File: src/rtl/uart_receiver.sv
// UART receiver: start bit, 8 data bits LSB first, even parity, one stop bit.
// A built-in baud generator produces the 16x sample tick selected by baud_select.
module uart_receiver #(
  parameter int CLK_FREQ   = 50000000,
  parameter int OVERSAMPLE = 16
) (
  input  logic       clk,
  input  logic       reset,
  output logic [7:0] Rx_DATA,
  input  logic [2:0] baud_select,
  input  logic       Rx_EN,
  input  logic       RxD,
  output logic       Rx_FERROR,
  output logic       Rx_PERROR,
  output logic       Rx_VALID
);

  // Rounded clocks-per-tick for a given baud rate, evaluated at elaboration only.
  function automatic int div_of(input int baud);
    return (CLK_FREQ + (baud * OVERSAMPLE) / 2) / (baud * OVERSAMPLE);
  endfunction

  localparam int                CNT_W     = $clog2(div_of(300) + 1);
  localparam int                TICK_W    = $clog2(OVERSAMPLE);
  localparam logic [TICK_W-1:0] TICK_MID  = TICK_W'(OVERSAMPLE / 2 - 1);
  localparam logic [TICK_W-1:0] TICK_LAST = TICK_W'(OVERSAMPLE - 1);

  typedef enum logic [2:0] {
    S_IDLE,
    S_START,
    S_DATA,
    S_PARITY,
    S_STOP
  } state_t;

  state_t              r_state, w_next;
  logic                r_rx_meta, r_rx_sync;
  logic [2:0]          r_baud_sel;
  logic [CNT_W-1:0]    r_baud_cnt, w_div_last;
  logic [TICK_W-1:0]   r_tick_cnt;
  logic [2:0]          r_bit_cnt;
  logic [7:0]          r_shift, r_data;
  logic                r_par_bit, r_valid, r_ferr, r_perr;
  logic                w_tick, w_mid_start, w_bit_end, w_par_ok;
  logic                w_start_det, w_clr_ticks, w_shift_en, w_par_en, w_stop_en;

  // NOTE: the synchroniser resets to the idle line level so no phantom start bit follows reset.
  always_ff @(posedge clk) begin
    if (reset) begin
      r_rx_meta <= 1'b1;
      r_rx_sync <= 1'b1;
    end else begin
      r_rx_meta <= RxD;
      r_rx_sync <= r_rx_meta;
    end
  end

  always_comb begin
    case (r_baud_sel)
      3'd0:    w_div_last = CNT_W'(div_of(300) - 1);
      3'd1:    w_div_last = CNT_W'(div_of(1200) - 1);
      3'd2:    w_div_last = CNT_W'(div_of(4800) - 1);
      3'd3:    w_div_last = CNT_W'(div_of(9600) - 1);
      3'd4:    w_div_last = CNT_W'(div_of(19200) - 1);
      3'd5:    w_div_last = CNT_W'(div_of(38400) - 1);
      3'd6:    w_div_last = CNT_W'(div_of(57600) - 1);
      default: w_div_last = CNT_W'(div_of(115200) - 1);
    endcase
  end

  // A change of baud_select restarts the divisor so the new rate starts with a full period.
  always_ff @(posedge clk) begin
    if (reset) begin
      r_baud_sel <= 3'd0;
      r_baud_cnt <= '0;
    end else if (baud_select != r_baud_sel) begin
      r_baud_sel <= baud_select;
      r_baud_cnt <= '0;
    end else if (r_baud_cnt == w_div_last) begin
      r_baud_cnt <= '0;
    end else begin
      r_baud_cnt <= r_baud_cnt + CNT_W'(1);
    end
  end

  assign w_tick      = (r_baud_cnt == w_div_last) && (baud_select == r_baud_sel);
  assign w_mid_start = w_tick && (r_tick_cnt == TICK_MID);
  assign w_bit_end   = w_tick && (r_tick_cnt == TICK_LAST);
  assign w_par_ok    = ((^r_shift) == r_par_bit);

  always_ff @(posedge clk) begin
    if (reset) r_state <= S_IDLE;
    else       r_state <= w_next;
  end

  // Dropping Rx_EN aborts any frame in progress.
  always_comb begin
    w_next = r_state;
    if (!Rx_EN) begin
      w_next = S_IDLE;
    end else begin
      case (r_state)
        S_IDLE:   if (!r_rx_sync) w_next = S_START;
        S_START:  if (w_mid_start) w_next = r_rx_sync ? S_IDLE : S_DATA;
        S_DATA:   if (w_bit_end && (r_bit_cnt == 3'd7)) w_next = S_PARITY;
        S_PARITY: if (w_bit_end) w_next = S_STOP;
        S_STOP:   if (w_bit_end) w_next = S_IDLE;
        default:  w_next = S_IDLE;
      endcase
    end
  end

  // NOTE: every strobe gets a default before the case so no latch is inferred.
  always_comb begin
    w_start_det = 1'b0;
    w_clr_ticks = 1'b0;
    w_shift_en  = 1'b0;
    w_par_en    = 1'b0;
    w_stop_en   = 1'b0;
    if (Rx_EN) begin
      case (r_state)
        S_IDLE:   w_start_det = !r_rx_sync;
        S_START:  w_clr_ticks = w_mid_start;
        S_DATA:   w_shift_en  = w_bit_end;
        S_PARITY: w_par_en    = w_bit_end;
        S_STOP:   w_stop_en   = w_bit_end;
        default:  ;
      endcase
    end
  end

  always_ff @(posedge clk) begin
    if (reset) begin
      r_tick_cnt <= '0;
      r_bit_cnt  <= '0;
      r_shift    <= '0;
      r_par_bit  <= 1'b0;
      r_data     <= '0;
      r_valid    <= 1'b0;
      r_ferr     <= 1'b0;
      r_perr     <= 1'b0;
    end else begin
      if ((r_state == S_IDLE) || w_clr_ticks) begin
        r_tick_cnt <= '0;
      end else if (w_tick) begin
        r_tick_cnt <= (r_tick_cnt == TICK_LAST) ? '0 : r_tick_cnt + TICK_W'(1);
      end

      if (r_state != S_DATA)  r_bit_cnt <= '0;
      else if (w_shift_en)    r_bit_cnt <= r_bit_cnt + 3'd1;

      if (w_shift_en) r_shift   <= {r_rx_sync, r_shift[7:1]};
      if (w_par_en)   r_par_bit <= r_rx_sync;

      if (w_start_det) begin
        r_valid <= 1'b0;
        r_ferr  <= 1'b0;
        r_perr  <= 1'b0;
      end else if (w_stop_en) begin
        r_ferr  <= !r_rx_sync;
        r_perr  <= !w_par_ok;
        r_valid <= r_rx_sync && w_par_ok;
        if (r_rx_sync && w_par_ok) r_data <= r_shift;
      end
    end
  end

  assign Rx_DATA   = r_data;
  assign Rx_VALID  = r_valid;
  assign Rx_FERROR = r_ferr;
  assign Rx_PERROR = r_perr;

endmodule

File: config.mk
export PLATFORM = sky130hd
export DESIGN_NAME = uart_receiver
export DESIGN_NICKNAME = d
export VERILOG_FILES = /design/src/rtl/uart_receiver.sv
export SDC_FILE = /design/constraint.sdc
export NUM_CORES = 1
export LEC_CHECK = 0
export CAP_MARGIN = 20
export CORE_MARGIN = 5
export CORE_UTILIZATION = 35
export CTS_BUF_LIST = sky130_fd_sc_hd__clkbuf_4
export CTS_CLUSTER_DIAMETER = 60
export DETAILED_ROUTE_END_ITERATION = 16
export SYNTH_ARGS = -nofsm -noshare
export SYNTH_HDL_FRONTEND = slang
export SYNTH_SLANG_ARGS = --single-unit
File: constraint.sdc
create_clock -name clk -period 2.4 [get_ports clk]
set_clock_uncertainty 0.15 [all_clocks]
set_input_delay 0.48 -clock clk [delete_from_list [all_inputs] [get_ports clk]]
set_output_delay 0.48 -clock clk [all_outputs]
set_load 0.05 [all_outputs]
==> metrics.md <==
| Metric | Value |
|---|---|
| Most common cell on crit path | or2_4 |
| Wire length per cell | 13.9 µm |
| Warnings from Yosys | 0 |
| Syn Area/Cell | 9.03 µm² |
| Clock root cell | clkbuf_4 |
| DP Area | 3240 µm² |
| Dpl ws | -544 ps |
| GP Congestion | 0.893 |
| Hold depth | 1 |
| Fillers | 684 |
| First-pass GRT wire length | 10400 µm |
| Unrepaired setup endpoints after global routing | yes |
| Syn nets | 300 |
| CP max stage delay | 490 ps |
| Via count | 2223 |
| Tmin final | 2510 ps |
| Overflow after GRT | 0 |
| CP cell instances | buf_6 -> a211o_1 -> a31oi_1 -> a21oi_2 -> or2_4 -> or2_4 -> or4_4 -> a211oi_2 |
| Synth top area cells | dfxtp_1 38%, mux2i_1 7.7%, nor2_1 7.2% |
| Final setup viols | 14 |
| EDFF count, synth | 0 |
| Pwr Total | 1.43 mW |
| Cell area after layout | 3640 µm² |
| Max_cap viols | 0 |
| Pwr/cell area | 394 nW/µm² |
| Arr. time, crit path | 2680 ps |
| Gr usage total | 0.142 |
| CORE AREA | 7250 µm² |
| CTS sink cnt | 49 |
| Library cells used by synthesis | 53 |
| Post-synth top cells | 50 x nor2_1, 49 x dfxtp_1, 20 x mux2i_1 |
| Drt drc | 0 |
| Pre-antenna DRT Iters | 4 |
| Slew at the pin closest to its max-slew limit | 504 ps |
| RR Endpoint | r_state[1] |
| Hold path start | r_rx_meta |
| Max VDD drop | 0.000285 V |
| Die Footprint | 9280 µm² |
| Skew-Pair Late Insertion Delay | 380 ps |
| Die Wd | 96.4 µm |
| Final Routed Wirelength | 6290 µm |
| Fraction of registers with async set or reset after synthesis | 0 |
| Failing checks | negative setup slack |
| Main flop type after synthesis | dfxtp_1 |
| Final Cycle Share | 1.04 |
| Fmax | 0.399 GHz |
| Crit path launch type | register |
| CP max FO | 6 |
| RR Startpoint | r_baud_sel[1] |
| Initial antenna violation count | 0 |
| Starting density of the core | 0.360 |
| Fin nets | 364 |
| Crit. End Element | register |
| Most frequent cell after synthesis | nor2_1 |
| Via/cell ratio | 4.91 |
| CTS tree | built |
| Slowest-stage cell, CP | or4_4 |
| FP Rows | 31 |
| P_leak | 1.32 nW |
| CTS Buf Count | 5 |
| DR iter-0 viols | 80 |
| Final Hold Fails | 0 |
| Mapped Cells | 289 |
| Worst slew margin | 0.663 |
| Port bufs | 17 |
| I/O pin total | 18 |
| Max-slew violations | 0 |
| Setup WS post-layout | -108 ps |
| Hold Slack | 286 ps |
| R2R Setup Slk | -110 ps |
| Maximum root-to-sink buffer count | 2 |
| Reg2Reg Depth | 8 |
| Hold Buf Count CTS | 0 |
| Status | finished with violations |
| Seq/Total Area, Yosys | 0.376 |
| Detail Placement HPWL | 4200 µm |
| Data required, critical path | 2570 ps |
| Yosys top cell by area | dfxtp_1 |
| Area Growth Syn to Fin | 39.4% |
| Antenna Cells | 0 |
| Crit path kind | reg -> reg |
| Antenna-violating nets left | 0 |
| Synth top area share | 0.376 |
| Setup TNS | -554 ps |
| Seq cells post-synth | 49 |
| Synth Cell Area | 2610 µm² |
| Depth of the CTS H-tree | 2 |
| Chip Height | 96.4 µm |
| Number of global-route vias before repair | 2180 |
| Hold worst-path end | r_rx_sync |
| Clk pin slew, worst setup/hold paths | 160 ps |
| Largest net degree at the start of global routing | 23 |
| Hold WC Path Type | reg -> reg |
| Share of layout cells above drive strength 1 | 0.328 |
## cell usage in the layout (no fill, tap or decap), drive strengths merged, types with 2 or more instances in the layout
cell and count:
or4 3, buf 59, and3b 3, nor2 50
a21oi 11, xor2 12, clkbuf 5, a211oi 2
or2 4, xnor2 18, a211o 2, nand2 10
nand3 16, clkdlybuf4s50 16, o21ai 4, nand4b 3
ha 4, o31ai 3, inv 6, nor3 5
nor4b 3, or3 2, nor3b 2, and3 4
nor4 6, mux2i 20, nor2b 5, nand4 2
dfxtp 49, nand3b 5, nand2b 3
## critical path, delay by kind of cell (launching register included)
family,cells,cell delay [ps]
AO/OA/AOI/OAI,4,770
buffers and inverters,1,120
AND/OR/NAND/NOR,3,1000
flip-flops,1,410
## power breakdown
group / internal, mW / leakage (nW) / switching (mW)
registers: 0.818 / 0.398 / 0.0108
logic: 0.0865 / 0.888 / 0.0880
clock network: 0.128 / 0.0377 / 0.303
## timing repair
item	CTS	global route
gates cloned	1	0
pin swaps	16	12
setup buffers	11	1
gates resized for setup	31	30
endpoints found under the setup margin	44	44
## how the worst max path moves through the flow
stage | end | start | slack, ps | depth (start not counted)
detailed placement | r_tick_cnt[2] | baud_select[1] | -540 | 8
CTS | r_state[1] | r_baud_sel[1] | -60 | 8
finish | r_state[1] | r_baud_sel[1] | -110 | 8
global route | r_state[1] | r_baud_sel[1] | -160 | 8
global placement | r_state[1] | baud_select[1] | -500 | 9
floorplan | r_shift[0] | r_baud_cnt[5] | -10 | 8
## sequential cells by signal, indices dropped and copies added, names as in the netlist, 3 cells and up
name        count
r_tick_cnt      4
r_baud_cnt     14
r_bit_cnt       3
r_baud_sel      3
r_shift         8
r_state         3
Rx_DATA         8
## kinds of logic after synthesis
family / count (synthesis) / synth area share
AND/OR/NAND/NOR: 127 / 0.274
flip-flops: 49 / 0.376
AO/OA/AOI/OAI: 35 / 0.0968
XOR/XNOR: 31 / 0.109
buffers and inverters: 23 / 0.0479
multiplexers: 20 / 0.0767
adder cells (fa/ha/maj): 4 / 0.0192
## per-layer routing
layer / vias up / wire [µm] / track usage
met5: - / 0 / 0
met2: 25 / 3040 / 0.229
met1: 1054 / 3030 / 0.190
li1: 1136 / - / -
met3: 8 / 177 / 0.0399
met4: 0 / 42 / 0.0292
## final cells by class
class / count / area, µm² / area share
clock buffers: 5 / 37.5 / 0.0103
flip-flops and latches: 49 / 992 / 0.273
multi-input cells: 217 / 1770 / 0.487
inverters: 4 / 15.0 / 0.00413
clock inverters: 3 / 28.8 / 0.00791
well taps: 99 / 124 / 0.0340
repair buffers: 76 / 669 / 0.184
## metrics by stage
step            util  instances
2_1_floorplan      -        289
3_3_place_gp   0.446        432
3_5_place_dp   0.446        432
4_1_cts        0.481        452
5_1_grt        0.502        453
6_report       0.502        453
(Power assumes the default switching activity.)
